## src/rtl/uart_pkg.sv

```systemverilog
// Shared definitions for the UART TX scheduler: FSM state encoding, default byte
// width and a constant-evaluable clog2 helper.
package uart_pkg;

    localparam int DW_DEFAULT = 8;

    typedef enum logic [1:0] {
        ST_IDLE = 2'd0,
        ST_ARB  = 2'd1,
        ST_HDR  = 2'd2,
        ST_DATA = 2'd3
    } sched_state_e;

    function automatic int clog2(input int n);
        int r;
        r = 0;
        for (int i = 0; i < 31; i++) begin
            r = ((1 << i) < n) ? (i + 1) : r;
        end
        return r;
    endfunction

endpackage

```

## src/rtl/uart_tx_scheduler_rr_pick.sv

```systemverilog
// Combinational round-robin picker: returns the first set request strictly after
// ptr, wrapping from N-1 back to 0 (ptr itself is checked last).
module rr_pick
    import uart_pkg::*;
#(
    parameter int N  = 4,
    parameter int IW = (N > 1) ? clog2(N) : 1
) (
    input  logic [N-1:0]  req,
    input  logic [IW-1:0] ptr,
    output logic          any,
    output logic [IW-1:0] id
);

    logic          w_found;
    logic          w_take;
    logic [IW-1:0] w_idx;

    // Walk the requests in rotated order; the first hit wins and later hits are masked.
    always_comb begin
        w_found = 1'b0;
        w_take  = 1'b0;
        w_idx   = '0;
        id      = '0;
        for (int k = 1; k <= N; k++) begin
            w_idx   = IW'((int'(ptr) + k) % N);
            w_take  = req[w_idx] & ~w_found;
            id      = w_take ? w_idx : id;
            w_found = w_found | req[w_idx];
        end
        any = w_found;
    end

endmodule

```

## src/rtl/uart_tx_scheduler.sv

```systemverilog
// Round-robin scheduler sharing one TX_SEND serializer among NREQ byte producers,
// optionally prefixing each burst with a header byte that carries the requester id.
module uart_tx_scheduler
    import uart_pkg::*;
#(
    parameter int             NREQ      = 4,
    parameter int             DW        = DW_DEFAULT,
    parameter bit             HDR_EN    = 1'b1,
    parameter logic [DW-1:0]  HDR_BASE  = 8'hF0,
    parameter int             BURST_MAX = 16,
    parameter int             GAP_MAX   = 64
) (
    input  logic                 CLK,
    input  logic                 RST_X,
    input  logic [NREQ-1:0]      req_valid,
    input  logic [NREQ*DW-1:0]   req_data,
    input  logic [NREQ-1:0]      req_last,
    output logic [NREQ-1:0]      req_ready,
    input  logic                 tx_rdy,
    output logic                 tx_wen,
    output logic [DW-1:0]        tx_din,
    output logic [NREQ-1:0]      grant,
    output logic                 busy
);

    localparam int IDW = (NREQ > 1) ? clog2(NREQ) : 1;

    sched_state_e    r_state;
    sched_state_e    w_state_nxt;
    logic [IDW-1:0]  r_ptr;
    logic [IDW-1:0]  w_ptr_nxt;
    logic [IDW-1:0]  r_id;
    logic [IDW-1:0]  w_id_nxt;
    logic [NREQ-1:0] r_grant;
    logic [NREQ-1:0] w_grant_nxt;
    logic [7:0]      r_bcnt;
    logic [7:0]      w_bcnt_nxt;
    logic [7:0]      r_gap;
    logic [7:0]      w_gap_nxt;
    logic            r_armed;

    logic            w_any;
    logic [IDW-1:0]  w_pick;
    logic            w_fire;
    logic            w_sel_valid;
    logic            w_sel_last;
    logic [DW-1:0]   w_sel_data;
    logic            w_wen;
    logic [DW-1:0]   w_din;
    logic [NREQ-1:0] w_ready;

    rr_pick #(
        .N  (NREQ),
        .IW (IDW)
    ) u_pick (
        .req (req_valid),
        .ptr (r_ptr),
        .any (w_any),
        .id  (w_pick)
    );

    // armed guarantees a single write per TX_SEND frame even when rdy falls late
    assign w_fire      = r_armed & tx_rdy;
    assign w_sel_valid = req_valid[r_id];
    assign w_sel_last  = req_last[r_id];
    assign w_sel_data  = req_data[int'(r_id)*DW +: DW];

    // Next-state, counter updates and the zero-latency handshake toward TX_SEND.
    always_comb begin
        w_state_nxt = r_state;
        w_ptr_nxt   = r_ptr;
        w_id_nxt    = r_id;
        w_grant_nxt = r_grant;
        w_bcnt_nxt  = r_bcnt;
        w_gap_nxt   = r_gap;
        w_wen       = 1'b0;
        w_din       = '0;
        w_ready     = '0;
        case (r_state)
            ST_IDLE: begin
                if (|req_valid) begin
                    w_state_nxt = ST_ARB;
                end else begin
                    w_state_nxt = ST_IDLE;
                end
            end
            ST_ARB: begin
                if (w_any) begin
                    w_id_nxt    = w_pick;
                    w_ptr_nxt   = w_pick;
                    w_grant_nxt = {{(NREQ-1){1'b0}}, 1'b1} << w_pick;
                    w_bcnt_nxt  = 8'd0;
                    w_gap_nxt   = 8'd0;
                    w_state_nxt = HDR_EN ? ST_HDR : ST_DATA;
                end else begin
                    w_state_nxt = ST_IDLE;
                end
            end
            ST_HDR: begin
                if (w_fire) begin
                    w_wen       = 1'b1;
                    w_din       = HDR_BASE | DW'(r_id);
                    w_state_nxt = ST_DATA;
                end else begin
                    w_state_nxt = ST_HDR;
                end
            end
            ST_DATA: begin
                w_ready[r_id] = w_fire;
                if (w_sel_valid && w_fire) begin
                    w_wen      = 1'b1;
                    w_din      = w_sel_data;
                    w_bcnt_nxt = r_bcnt + 8'd1;
                    w_gap_nxt  = 8'd0;
                    if (w_sel_last || (w_bcnt_nxt == 8'(BURST_MAX))) begin
                        w_state_nxt = ST_IDLE;
                        w_grant_nxt = '0;
                        w_bcnt_nxt  = 8'd0;
                    end else begin
                        w_state_nxt = ST_DATA;
                    end
                end else if (!w_sel_valid) begin
                    w_gap_nxt = r_gap + 8'd1;
                    if (w_gap_nxt == 8'(GAP_MAX)) begin
                        w_state_nxt = ST_IDLE;
                        w_grant_nxt = '0;
                        w_bcnt_nxt  = 8'd0;
                        w_gap_nxt   = 8'd0;
                    end else begin
                        w_state_nxt = ST_DATA;
                    end
                end else begin
                    w_state_nxt = ST_DATA;
                end
            end
            default: begin
                w_state_nxt = ST_IDLE;
                w_grant_nxt = '0;
            end
        endcase
    end

    // FSM, arbitration pointer, owner and burst/gap counters.
    always_ff @(posedge CLK or negedge RST_X) begin
        if (!RST_X) begin
            r_state <= ST_IDLE;
            r_ptr   <= IDW'(NREQ - 1);
            r_id    <= '0;
            r_grant <= '0;
            r_bcnt  <= 8'd0;
            r_gap   <= 8'd0;
        end else begin
            r_state <= w_state_nxt;
            r_ptr   <= w_ptr_nxt;
            r_id    <= w_id_nxt;
            r_grant <= w_grant_nxt;
            r_bcnt  <= w_bcnt_nxt;
            r_gap   <= w_gap_nxt;
        end
    end

    // Disarm on every write, re-arm once TX_SEND has been seen busy.
    always_ff @(posedge CLK or negedge RST_X) begin
        if (!RST_X) begin
            r_armed <= 1'b1;
        end else if (w_wen) begin
            r_armed <= 1'b0;
        end else if (!tx_rdy) begin
            r_armed <= 1'b1;
        end else begin
            r_armed <= r_armed;
        end
    end

    assign tx_wen    = w_wen;
    assign tx_din    = w_din;
    assign req_ready = w_ready;
    assign grant     = r_grant;
    assign busy      = (r_state != ST_IDLE);

endmodule
```

## config.mk

```make
export PLATFORM = sky130hd
export DESIGN_NAME = uart_tx_scheduler
export DESIGN_NICKNAME = d
export VERILOG_FILES = /design/src/rtl/uart_pkg.sv /design/src/rtl/uart_tx_scheduler_rr_pick.sv /design/src/rtl/uart_tx_scheduler.sv
export SDC_FILE = /design/constraint.sdc
export NUM_CORES = 1
export LEC_CHECK = 0
export CAP_MARGIN = 5
export CORE_ASPECT_RATIO = 0.5
export CORE_MARGIN = 5
export CORE_UTILIZATION = 37
export CTS_BUF_LIST = sky130_fd_sc_hd__clkbuf_4
export CTS_CLUSTER_DIAMETER = 150
export DETAILED_ROUTE_END_ITERATION = 16
export DONT_BUFFER_PORTS = 1
export MAX_ROUTING_LAYER = met4
export PLACE_DENSITY = 0.55
export SYNTH_ARGS = -nofsm -noshare
export SYNTH_HDL_FRONTEND = slang
export SYNTH_HIERARCHICAL = 1
export SYNTH_SLANG_ARGS = --single-unit
```

## constraint.sdc

```tcl
create_clock -name CLK -period 4.1 [get_ports CLK]
set_clock_uncertainty 0.05 [all_clocks]
set_input_delay 1.23 -clock CLK [delete_from_list [all_inputs] [get_ports CLK]]
set_output_delay 1.23 -clock CLK [all_outputs]
set_load 0.02 [all_outputs]
```

==> key figures, run 1 <==
Timing
  • Slew Viols, Final: 0
  • Slew margin rel.: 56.2%
  • Final period util: 85.9%
  • Min Hold Slack: 0.459 ns
  • Fmax: 284 MHz
  • Crit path time final: 3.52 ns
  • Hold Vio Cnt, Final: 0
  • Final TNS setup: 0 ns
  • RSZ-0062 raised after global routing: no
  • Worst-margin pin slew: 0.657 ns
  • Final setup viols: 0

Placed design
  • Area after DPL: 0.00209 mm²
  • Inst Count DP: 282
  • Routability Congestion: 0.833
  • Port Buffers: 0
  • Detail Placement HPWL: 3620 µm

Critical path
  • Worst setup SP type: flip-flop
  • CP max stage cell: dfrtp_1
  • Crit. End Element: primary output
  • CP required: 2.82 ns
  • Worst path cell trace: mux4_2 -> nand2_4 -> o21ai_0 -> buf_4
  • FF-to-FF End: grant[0]
  • Largest stage delay on the critical path: 0.79 ns
  • CP Max Fanout: 13
  • Reg-to-reg startpoint: r_id[0]
  • Worst R2R Path Depth: 6
  • Crit path DAT: 2.24 ns
  • R2r setup slk: 1.31 ns
  • WS Path Type: flip-flop to primary output

Routing
  • Antenna-violating nets left: 0
  • DRC: 0
  • DR iter-0 viols: 63
  • Drt via density: 5.83
  • Avg WL per Cell: 16.6 µm
  • Drt pass-1 iters: 4
  • Via Count: 1667
  • Routed WL: 4760 µm

Clocking
  • TritonCTS clock tree: yes
  • Root buffer cell: clkbuf_4
  • CTS buffer count: 3
  • Post-CTS Resized: 0
  • Clock Path Buffers: 2
  • Clock-pin slew on the worst setup and hold paths: 0.15 ns
  • H-tree lvl count: 1
  • Worst-Skew Late Latency: 0.33 ns
  • Clock sink count: 27
  • Post-CTS Setup Repair Bufs: 0
  • CTS Hold Buffers Added: 0

Yosys
  • Synthesized area per cell: 9.44 µm²
  • Syn nets: 260
  • Post-Syn Instances: 214
  • Primary FF master, synth: dfrtp_1
  • Post-synth EDFFs: 0
  • Flops & latches, synth: 27
  • Synth unique cells: 56
  • Ys async rst share: 100%
  • Synth warnings: 6
  • Mapped Area: 0.00202 mm²
  • Seq/Total Area, Yosys: 33.6%

Layout
  • Final Util: 39.3%
  • FILL cells: 525
  • Layout Cells excl Fill: 286
  • Fin area: 0.00212 mm²
  • Share of cells above drive strength 1: 16.4%
  • P&R area growth vs syn: 4.89%
  • Nets: 260
  • Antenna cell count: 0

Pwr
  • Worst VDD drop: 262 µV
  • Pwr/cell area: 563 mW/mm²
  • P_leak: 0.893 nW

Global route
  • Largest net degree at the start of global routing: 28
  • Global Route Usage Sum: 13.9%
  • Initial antenna violation count: 0
  • Number of global-route vias before repair: 1647
  • First-pass GRT wire length: 8010 µm
  • Grt total ovfl: 0

Die
  • Starting Density: 37.4%
  • Die Y: 62.3 µm
  • Placeable Area: 0.00540 mm²
  • Die area: 0.00713 mm²
  • Chip width: 115 µm
  • IO Count: 61
  • # rows: 19

Job
  • MaxCap Viol Count: 0

Hold path
  • Worst hold start: r_armed
  • Hold crit path type: flip-flop to flip-flop
  • Worst Hold Path EP: r_armed
  • Worst hold stages: 2

Status
  • Outcome: finished, final reports clean
Yosys cell counts, drive strengths merged, types with 3 or more instances:
master	number	area [µm²]
nor2	15	56.3
nand2	28	113
a31oi	3	18.8
a22o	3	26.3
dfrtp	24	601
buf	4	31.3
nand3	8	40.0
mux2	6	67.6
nand2b	4	25.0
inv	13	48.8
clkbuf	5	18.8
and2	3	18.8
o41ai	3	26.3
o21ai	22	110
a41oi	3	45.1
and3	7	48.8
or2	3	21.3
dfstp	3	78.8
mux4	10	229
a21oi	8	43.8
ha	3	37.5
a211oi	3	22.5
layer usage:
metal / global-route usage, % / up-vias / part of all wire [%]
met5: - / - / 0
met3: 3.49 / 2 / 5.5
met4: 2.96 / 0 / 0.76
met1: 17.9 / 811 / 47
li1: - / 801 / -
met2: 22.2 / 53 / 47
logic make-up (layout without fill, tap and decap cells):
| logic type | Yosys count | after routing | share of synthesized area (%) |
|---|---|---|---|
| AO/OA/AOI/OAI | 61 | 61 | 22.5 |
| XOR/XNOR | 2 | 2 | 0.867 |
| adder cells (fa/ha/maj) | 3 | 3 | 1.86 |
| buffers and inverters | 22 | 21 | 4.89 |
| flip-flops | 27 | 27 | 33.6 |
| multiplexers | 18 | 18 | 15.7 |
| AND/OR/NAND/NOR | 81 | 81 | 20.6 |
registers in the layout, indices dropped and copies added (netlist names):
name	cells
grant	4
r_armed	1
r_bcnt	8
r_gap	8
r_id	2
r_ptr	2
r_state	2
placed cells by master, fill, tap and decap left out, types with 2 or more instances in the layout:
| cell type | count |
|---|---|
| xnor2_1 | 2 |
| a21o_1 | 2 |
| inv_1 | 13 |
| ha_1 | 3 |
| mux4_2 | 9 |
| a41oi_1 | 2 |
| a22o_1 | 3 |
| a21oi_1 | 7 |
| and2_1 | 3 |
| and3_1 | 6 |
| a31oi_1 | 3 |
| o22ai_1 | 2 |
| dfstp_2 | 3 |
| dfrtp_1 | 24 |
| nand3_1 | 8 |
| or2_2 | 2 |
| clkbuf_4 | 3 |
| mux2_2 | 5 |
| nand2_1 | 27 |
| o21ai_0 | 21 |
| o21bai_1 | 2 |
| o41ai_1 | 3 |
| a211oi_1 | 3 |
| nor2_1 | 15 |
| nand2b_1 | 4 |
| and4_1 | 2 |
| nor2b_1 | 2 |
| nand4_1 | 2 |
| o31ai_1 | 2 |
| mux2i_1 | 2 |
| buf_4 | 4 |
worst max-delay path by stage:
stage                      start        end  slack, ns
floorplan           req_valid[1]  tx_din[4]       0.69
global placement    req_valid[3]  tx_din[7]       0.63
detailed placement  req_valid[3]  tx_din[7]       0.61
CTS                      r_id[0]  tx_din[7]       0.52
global route             r_id[0]  tx_din[6]       0.35
finish                   r_id[0]  tx_din[6]       0.58
worst max-delay path, delay by kind of cell, from the launching register on:
kind / cells / cell delay [ns]
flops: 1 / 0.79
buf+inv: 1 / 0.17
simple gates: 1 / 0.14
compound gates: 1 / 0.11
mux: 1 / 0.70
stage by stage:
step	setup WS [ns]	power [mW]
final	0.576	1.19
after global routing	0.350	1.30
after floorplan	0.693	0.968
after CTS	0.516	1.21
after detailed placement	0.606	1.08
after global placement	0.631	1.07
where the power goes:
| group | internal [mW] | switching [mW] | leakage [nW] |
|---|---|---|---|
| Combinational | 0.276 | 0.308 | 0.523 |
| Sequential | 0.339 | 0.152 | 0.353 |
| Clock | 0.0367 | 0.0832 | 0.0177 |
final cells by class:
cell class              count  area (µm²)  share of cell area (%)
clock inverters             1        5.00                   0.236
inverters                  13        48.8                    2.30
well taps                  73        91.3                    4.31
clock buffers               3        22.5                    1.06
multi-input cells         165        1240                    58.6
flip-flops and latches     27         679                    32.1
repair buffers              4        30.0                    1.42
Note: power is estimated with default switching activity, not from simulation.
==> inputs of run 2 (changes only) <==
ABC_AREA = 1   (was default)
==> run 2 against run 1 <==
Net effect: synthesized cell count up 62%; combinational power up 57%; clock-buffer cell count unchanged; clock power about the same; worst hold slack worse by 0.032 ns; via count up 31%.
==> key figures, run 2 <==
Clocking
  • Clock Path Buffers: 2 (unchanged)
  • H-tree lvl count: 1 (unchanged)
  • CTS Hold Buffers Added: 0 (unchanged)
  • Clock sink count: 27 (unchanged)
  • CTS buffer count: 3 (unchanged)
  • Clock-pin slew on the worst setup and hold paths: 0.16 ns (about the same)
  • Post-CTS Setup Repair Bufs: 0 (unchanged)
  • Post-CTS Resized: 0 (unchanged)
  • TritonCTS clock tree: yes
  • Root buffer cell: clkbuf_4
  • Worst-Skew Late Latency: 0.34 ns (about the same)

Global route
  • Grt total ovfl: 0 (unchanged)
  • Global Route Usage Sum: 14.8% (+0.93 points)
  • Number of global-route vias before repair: 2145 (+30%)
  • First-pass GRT wire length: 9720 µm (+21%)
  • Largest net degree at the start of global routing: 28 (unchanged)
  • Initial antenna violation count: 0 (unchanged)
  • Global routing met2 resource utilization: 24.7% (+2.4 points)
  • GRT busiest layer: met2
  • GR Util met3: 2.15% (-1.3 points)
  • Met1 Resource Use GR: 19.6% (+1.7 points)

Yosys
  • Primary FF master, synth: dfrtp_1
  • Synth unique cells: 34 (-39%)
  • Post-Synth XOR/XNOR Area: 0% (-0.87 points)
  • Post-Syn Instances: 347 (+62%)
  • Area leader, netlist: dfrtp_1
  • Largest family of logic cells by synthesized area: simple AND/OR/NAND/NOR gates
  • Synthesized area per cell: 6.62 µm² (-30%)
  • Yosys top cell area share: 26.2% (-3.6 points)
  • Synth warnings: 6 (unchanged)
  • Flops & latches, synth: 27 (unchanged)
  • Mapped Area: 0.00230 mm² (+14%)
  • Seq/Total Area, Yosys: 29.6% (-4.0 points)
  • Post-Synth Simple-Gate Area: 43.3% (+23 points)
  • Top cells by area, synth: dfrtp_1, nand2_1, inv_1
  • Post-synth EDFFs: 0 (unchanged)
  • Mux contribution to synthesized area: 0% (-16 points)
  • Synth Area in Compound Gates: 14.2% (-8.3 points)
  • Most frequent cell after synthesis: nand2_1
  • Synth top cells by count: nand2_1, inv_1, dfrtp_1
  • Syn nets: 393 (+51%)
  • Ys async rst share: 100% (unchanged)
  • Post-synthesis adder-cell area fraction: 1.63% (-0.22 points)

Layout
  • P&R area growth vs syn: 5.34%
  • Share of cells above drive strength 1: 15.1% (-1.3 points)
  • Nets: 397 (+53%)
  • Fin area: 0.00242 mm² (+14%)
  • Area of the multi-input gates: 0.00136 mm² (+9.4%)
  • Commonest cells after routing, fill and taps aside: nand2_1, inv_1, dfrtp_1
  • Final Util: 39.9% (+0.66 points)
  • Commonest non-fill, non-tap cell in the layout: nand2_1
  • Layout Cells excl Fill: 438 (+53%)
  • FILL cells: 684 (+30%)
  • Antenna cell count: 0 (unchanged)
  • FF/Latch Area: 679 µm² (unchanged)

Pwr
  • P_leak: 1.18 nW (+32%)
  • Worst VDD drop: 325 µV (+24%)
  • Clock Power Share: 8.3% (-1.7 points)
  • Part of the power in combinational logic: 61.9% (+13 points)
  • NetSw: 0.817 mW (+50%)
  • Total Power: 1.48 mW (+24%)
  • Register share of total power: 29.8% (-11 points)
  • Cell internal pwr: 0.665 mW (+2.1%)
  • Pwr/cell area: 613 mW/mm² (+8.7%)
  • Switching Share: 55.1% (+9.7 points)

Die
  • Die area: 0.00798 mm² (+12%)
  • # rows: 20 (+1)
  • Chip width: 121 µm (+6.0%)
  • Die Y: 65.7 µm (+5.5%)
  • Placeable Area: 0.00606 mm² (+12%)
  • IO Count: 61 (unchanged)
  • Starting Density: 37.9% (+0.47 points)

Placed design
  • Port Buffers: 0 (unchanged)
  • Setup WS pre-CTS: 0.353 ns (-0.253 ns)
  • Inst Count DP: 434 (+54%)
  • Area after DPL: 0.00239 mm² (+14%)
  • Routability Congestion: 0.825 (-1.0%)
  • Detail Placement HPWL: 4380 µm (+21%)

Critical path
  • Worst setup SP type: primary input
  • CP max stage cell: nand2_1
  • Crit. End Element: primary output
  • Largest stage delay on the critical path: 0.22 ns (-0.57 ns)
  • CP Max Fanout: 8 (-5)
  • Worst R2R Path Depth: 13 (+7)
  • Worst setup startpoint: req_valid[2]
  • Crit path DAT: 2.47 ns (+0.23 ns)
  • Reg-to-reg startpoint: r_ptr[0]
  • Worst path cell trace: inv_1 -> o21ai_0 -> nand2_1 -> nand3_2 -> nand2_2 -> nor2_4 -> inv_2 -> nand2_1 -> inv_1 -> a21oi_1 -> buf_4
  • CP required: 2.82 ns (about the same)
  • R2r setup slk: 1.92 ns (+0.61 ns)
  • CP endpoint: tx_din[7]
  • FF-to-FF End: r_bcnt[5]
  • WS Path Type: primary input to primary output

Routing
  • Avg WL per Cell: 12.3 µm (-26%)
  • DR iter-0 viols: 121 (+92%)
  • Drt via density: 5.00 (-14%)
  • DRC: 0 (unchanged)
  • Via Count: 2189 (+31%)
  • Antenna-violating nets left: 0 (unchanged)
  • Drt pass-1 iters: 4 (unchanged)
  • Routed WL: 5380 µm (+13%)

Timing
  • Final period util: 91.5% (+5.5 points)
  • Hold Vio Cnt, Final: 0 (unchanged)
  • Slew Viols, Final: 0 (unchanged)
  • Crit path time final: 3.75 ns (+0.227 ns)
  • Slew margin rel.: 64.1% (+7.9 points)
  • Worst-margin pin slew: 0.536 ns (-0.121 ns)
  • Final setup viols: 0 (unchanged)
  • Final TNS setup: 0 ns (unchanged)
  • Fmax: 267 MHz (-6.1%)
  • Min Hold Slack: 0.427 ns (-0.0317 ns)
  • Final WS setup: 0.349 ns (-0.227 ns)
  • RSZ-0062 raised after global routing: no

Hold path
  • Worst hold stages: 2 (unchanged)
  • Hold crit path type: flip-flop to flip-flop

Job
  • MaxCap Viol Count: 0 (unchanged)

Status
  • Outcome: finished, final reports clean
-- run 2: changes by cell type after synthesis, sizes merged, moves of 5 or more --
cell / change
mux2: -6
nand3: +17
clkbuf: -5
nand2: +113
a22oi: +5
mux4: -10
nor2: +13
and3: -7
nand4: +10
inv: +39
-- run 2: power groups by stage --
stage,clock network (mW),logic (mW),registers (mW)
after detailed placement,0,0.922,0.447
after global routing,0.141,1.05,0.455
final,0.123,0.918,0.441
after floorplan,0,0.798,0.402
after global placement,0,0.897,0.447
after CTS,0.131,0.922,0.443
-- run 2: how the worst min path moves through the flow --
stage / endpoint / slack, ns / start
global placement: r_armed / 0.41 / r_armed
CTS: r_armed / 0.43 / r_armed
global route: r_armed / 0.44 / r_armed
detailed placement: r_armed / 0.41 / r_armed
floorplan: r_armed / 0.39 / r_armed
finish: r_armed / 0.43 / r_armed
-- run 2: worst max-delay path: cells and delay by family --
| kind | cells | cell delay, ns |
|---|---|---|
| compound gates | 2 | 0.26 |
| buf+inv | 4 | 0.34 |
| simple gates | 5 | 0.63 |
-- run 2: cells by family (layout without fill, tap and decap cells) --
family / Yosys count / count (layout)
simple gates: 214 / 214
flops: 27 / 27
buf+inv: 58 / 61
fa+ha+maj: 3 / 3
compound gates: 45 / 45
-- run 2: area by class of cell --
cell class	count	area share (%)
Sequential cell	27	28.1
Clock buffer	3	0.931
Inverter	52	8.38
Clock inverter	1	0.310
Multi-Input combinational cell	262	56.2
Timing Repair Buffer	5	1.55
Tap cell	88	4.55
-- run 2: layer usage --
layer  share of wire (%)  vias to the layer above  routed length, µm
li1                    -                     1120                  -
met2                  45                       58               2430
met5                   0                        -                  0
met3                 3.9                        6                210
met1                  50                     1005               2690
met4                0.82                        0                 44
==> inputs of run 3 (changes only) <==
SYNTH_HIERARCHICAL = default   (was 1)
==> run 3 against run 2 <==
Net effect: area after synthesis down 6.9%; total power shrank 5.7%; worst setup slack improved by 0.11 ns; sequential share of layout area increased by 2.1 points; register-to-register slack got worse by 0.17 ns; cell count shrank 6.2%; sequential power fell by 3%; flip-flop and latch count did not move; via count decreased by 3.6%; clock-buffer cell count stayed put; global-route usage shrank 0.27 points; largest power group unchanged.
==> key figures, run 3 <==
Routing
  • Antenna-violating nets left: 0 (unchanged)
  • DR iter-0 viols: 98 (-19%)
  • DRC: 0 (unchanged)
  • Avg WL per Cell: 12.9 µm (+5.3%)
  • Via Count: 2111 (-3.6%)
  • Drt pass-1 iters: 4 (unchanged)
  • Drt via density: 5.14 (+2.8%)
  • Routed WL: 5320 µm (-1.2%)

Pwr
  • Register share of total power: 30.6% (+0.8 points)
  • Worst VDD drop: 319 µV (-1.8%)
  • Cell internal pwr: 0.626 mW (-5.8%)
  • NetSw: 0.771 mW (-5.6%)
  • Part of the power in combinational logic: 60.5% (-1.4 points)
  • Switching Share: 55.2% (about the same)
  • Total Power: 1.40 mW (-5.7%)
  • P_leak: 1.07 nW (-9.4%)
  • Pwr/cell area: 620 mW/mm² (+1.3%)
  • Clock Power Share: 8.9% (+0.6 points)

Global route
  • Largest net degree at the start of global routing: 28 (unchanged)
  • Initial antenna violation count: 0 (unchanged)
  • Grt total ovfl: 0 (unchanged)
  • First-pass GRT wire length: 9110 µm (-6.3%)
  • Number of global-route vias before repair: 1954 (-8.9%)
  • Global Route Usage Sum: 14.6% (-0.27 points)

Yosys
  • Most frequent cell after synthesis: nand2_1
  • Seq/Total Area, Yosys: 31.8% (+2.2 points)
  • Yosys top cell area share: 28.1% (+1.9 points)
  • Syn nets: 383 (-2.5%)
  • Flops & latches, synth: 27 (unchanged)
  • Top cells by area, synth: dfrtp_1, nand2_1, nand3_1
  • Post-synth EDFFs: 0 (unchanged)
  • Synth unique cells: 32 (-5.9%)
  • Mapped Area: 0.00214 mm² (-6.9%)
  • Primary FF master, synth: dfrtp_1
  • Synth warnings: 0 (-6)
  • Ys async rst share: 100% (unchanged)
  • Synthesized area per cell: 6.34 µm² (-4.2%)
  • Synth top cells by count: nand2_1, nand3_1, inv_1
  • Post-Syn Instances: 337 (-2.9%)
  • Area leader, netlist: dfrtp_1

Clocking
  • TritonCTS clock tree: yes
  • Post-CTS Resized: 0 (unchanged)
  • Clock-pin slew on the worst setup and hold paths: 0.17 ns (about the same)
  • CTS buffer count: 3 (unchanged)
  • Clock sink count: 27 (unchanged)
  • CTS Hold Buffers Added: 0 (unchanged)
  • Post-CTS Setup Repair Bufs: 0 (unchanged)
  • Root buffer cell: clkbuf_4
  • H-tree lvl count: 1 (unchanged)
  • Clock Path Buffers: 2 (unchanged)
  • Worst-Skew Late Latency: 0.34 ns (about the same)

Critical path
  • Crit path DAT: 2.36 ns (-0.11 ns)
  • Reg-to-reg startpoint: r_id[1]
  • Crit. End Element: primary output
  • Worst path cell trace: inv_2 -> nor2_1 -> buf_4 -> nand2_1 -> nand4_4 -> inv_2 -> nor2_4 -> nor2_1 -> a21oi_1
  • Worst R2R Path Depth: 11 (-2)
  • FF-to-FF End: r_bcnt[5]
  • CP required: 2.82 ns (about the same)
  • WS Path Type: flip-flop to primary output
  • CP max stage cell: dfrtp_1
  • Largest stage delay on the critical path: 0.63 ns (+0.41 ns)
  • Worst setup SP type: flip-flop
  • R2r setup slk: 1.75 ns (-0.17 ns)
  • CP Max Fanout: 12 (+4)

Timing
  • Final period util: 88.8% (-2.7 points)
  • Fmax: 275 MHz (+3.0%)
  • Final TNS setup: 0 ns (unchanged)
  • Min Hold Slack: 0.440 ns (+0.0126 ns)
  • Slew margin rel.: 66.6% (+2.6 points)
  • Worst-margin pin slew: 0.498 ns (-0.0385 ns)
  • RSZ-0062 raised after global routing: no
  • Hold Vio Cnt, Final: 0 (unchanged)
  • Slew Viols, Final: 0 (unchanged)
  • Final setup viols: 0 (unchanged)
  • Crit path time final: 3.64 ns (-0.110 ns)

Layout
  • Layout Cells excl Fill: 411 (-6.2%)
  • P&R area growth vs syn: 5.39% (about the same)
  • Nets: 385 (-3.0%)
  • Antenna cell count: 0 (unchanged)
  • Share of cells above drive strength 1: 11.8% (-3.3 points)
  • Final Util: 40.7% (+0.72 points)
  • Commonest non-fill, non-tap cell in the layout: nand2_1
  • Commonest cells after routing, fill and taps aside: nand2_1, nand3_1, inv_1

Hold path
  • Worst hold start: r_armed
  • Worst hold stages: 2 (unchanged)
  • Worst Hold Path EP: r_armed
  • Hold crit path type: flip-flop to flip-flop

Die
  • Placeable Area: 0.00554 mm² (-8.5%)
  • Chip width: 117 µm (-3.2%)
  • Die area: 0.00749 mm² (-6.1%)
  • # rows: 19 (-5.0%)
  • Die Y: 63.7 µm (-3.0%)
  • IO Count: 61 (unchanged)
  • Starting Density: 38.6% (+0.67 points)

Placed design
  • Port Buffers: 0 (unchanged)
  • Inst Count DP: 407 (-6.2%)
  • Routability Congestion: 0.834 (+1.1%)
  • Detail Placement HPWL: 4230 µm (-3.4%)

Status
  • Outcome: finished, final reports clean

Job
  • MaxCap Viol Count: 0 (unchanged)
[run 3: cell types whose count changed after synthesis, moves of 5 or more]
| cell | delta |
|---|---|
| a21oi_1 | +14 |
| inv_1 | -13 |
| nand3_1 | +10 |
| nand4_1 | -8 |
| o21ai_0 | +6 |
| o21ai_2 | -6 |
| nor2_1 | +5 |
[run 3: per-stage QoR]
| step | cell area (µm²) | worst slack [ns] |
|---|---|---|
| after floorplan | 2140 | 0.638 |
| after global placement | 2220 | 0.514 |
| after detailed placement | 2220 | 0.460 |
| after CTS | 2250 | 0.434 |
| after global routing | 2250 | 0.201 |
| final | 2250 | 0.459 |
[run 3: critical path: cells and delay by family (launching register included)]
kind                   cells  cell delay [ns]
AO/OA/AOI/OAI              1             0.41
buffers and inverters      3             0.41
flip-flops                 1             0.63
AND/OR/NAND/NOR            5             0.56
[run 3: worst max path at each step]
stage | to | slack, ns | cells past startpoint | start
detailed placement | tx_din[6] | 0.46 | 6 | tx_rdy
CTS | tx_din[6] | 0.43 | 9 | r_id[1]
floorplan | tx_din[4] | 0.64 | 6 | tx_rdy
finish | tx_din[7] | 0.46 | 9 | r_id[1]
global route | tx_din[6] | 0.20 | 9 | r_id[1]
global placement | tx_din[4] | 0.51 | 6 | tx_rdy
[run 3: area by class of cell]
cell class | instances | area [µm²]
clock buffers | 3 | 22.5
clock inverters | 1 | 7.51
fillers | 587 | 3290
inverters | 41 | 154
multi-input cells | 263 | 1270
flip-flops and latches | 27 | 679
well taps | 73 | 91.3
repair buffers | 3 | 22.5
[run 3: kinds of logic (layout without fill, tap and decap cells)]
logic type | Yosys count | in the layout | share of synthesized area, %
compound gates | 52 | 52 | 14.2
xor+xnor | 1 | 1 | 0.410
fa+ha+maj | 3 | 3 | 1.76
buf+inv | 47 | 48 | 8.55
flops | 27 | 27 | 31.8
simple gates | 207 | 207 | 43.3
[run 3: metal layers]
layer  track usage (%)  up-vias  part of all wire (%)
met5                 -        -                     0
met4              1.43        0                  0.34
met3              4.67        2                   7.2
met2              22.5       54                    44
met1              19.5      965                    48
li1                  -     1090                     -
[run 3: power by group through the flow]
| stage | Combinational [mW] | Sequential [mW] | Clock (mW) |
|---|---|---|---|
| after CTS | 0.855 | 0.428 | 0.129 |
| after global routing | 0.977 | 0.443 | 0.139 |
| final | 0.846 | 0.427 | 0.124 |
| after detailed placement | 0.852 | 0.434 | 0 |
| after global placement | 0.838 | 0.431 | 0 |
| after floorplan | 0.730 | 0.390 | 0 |
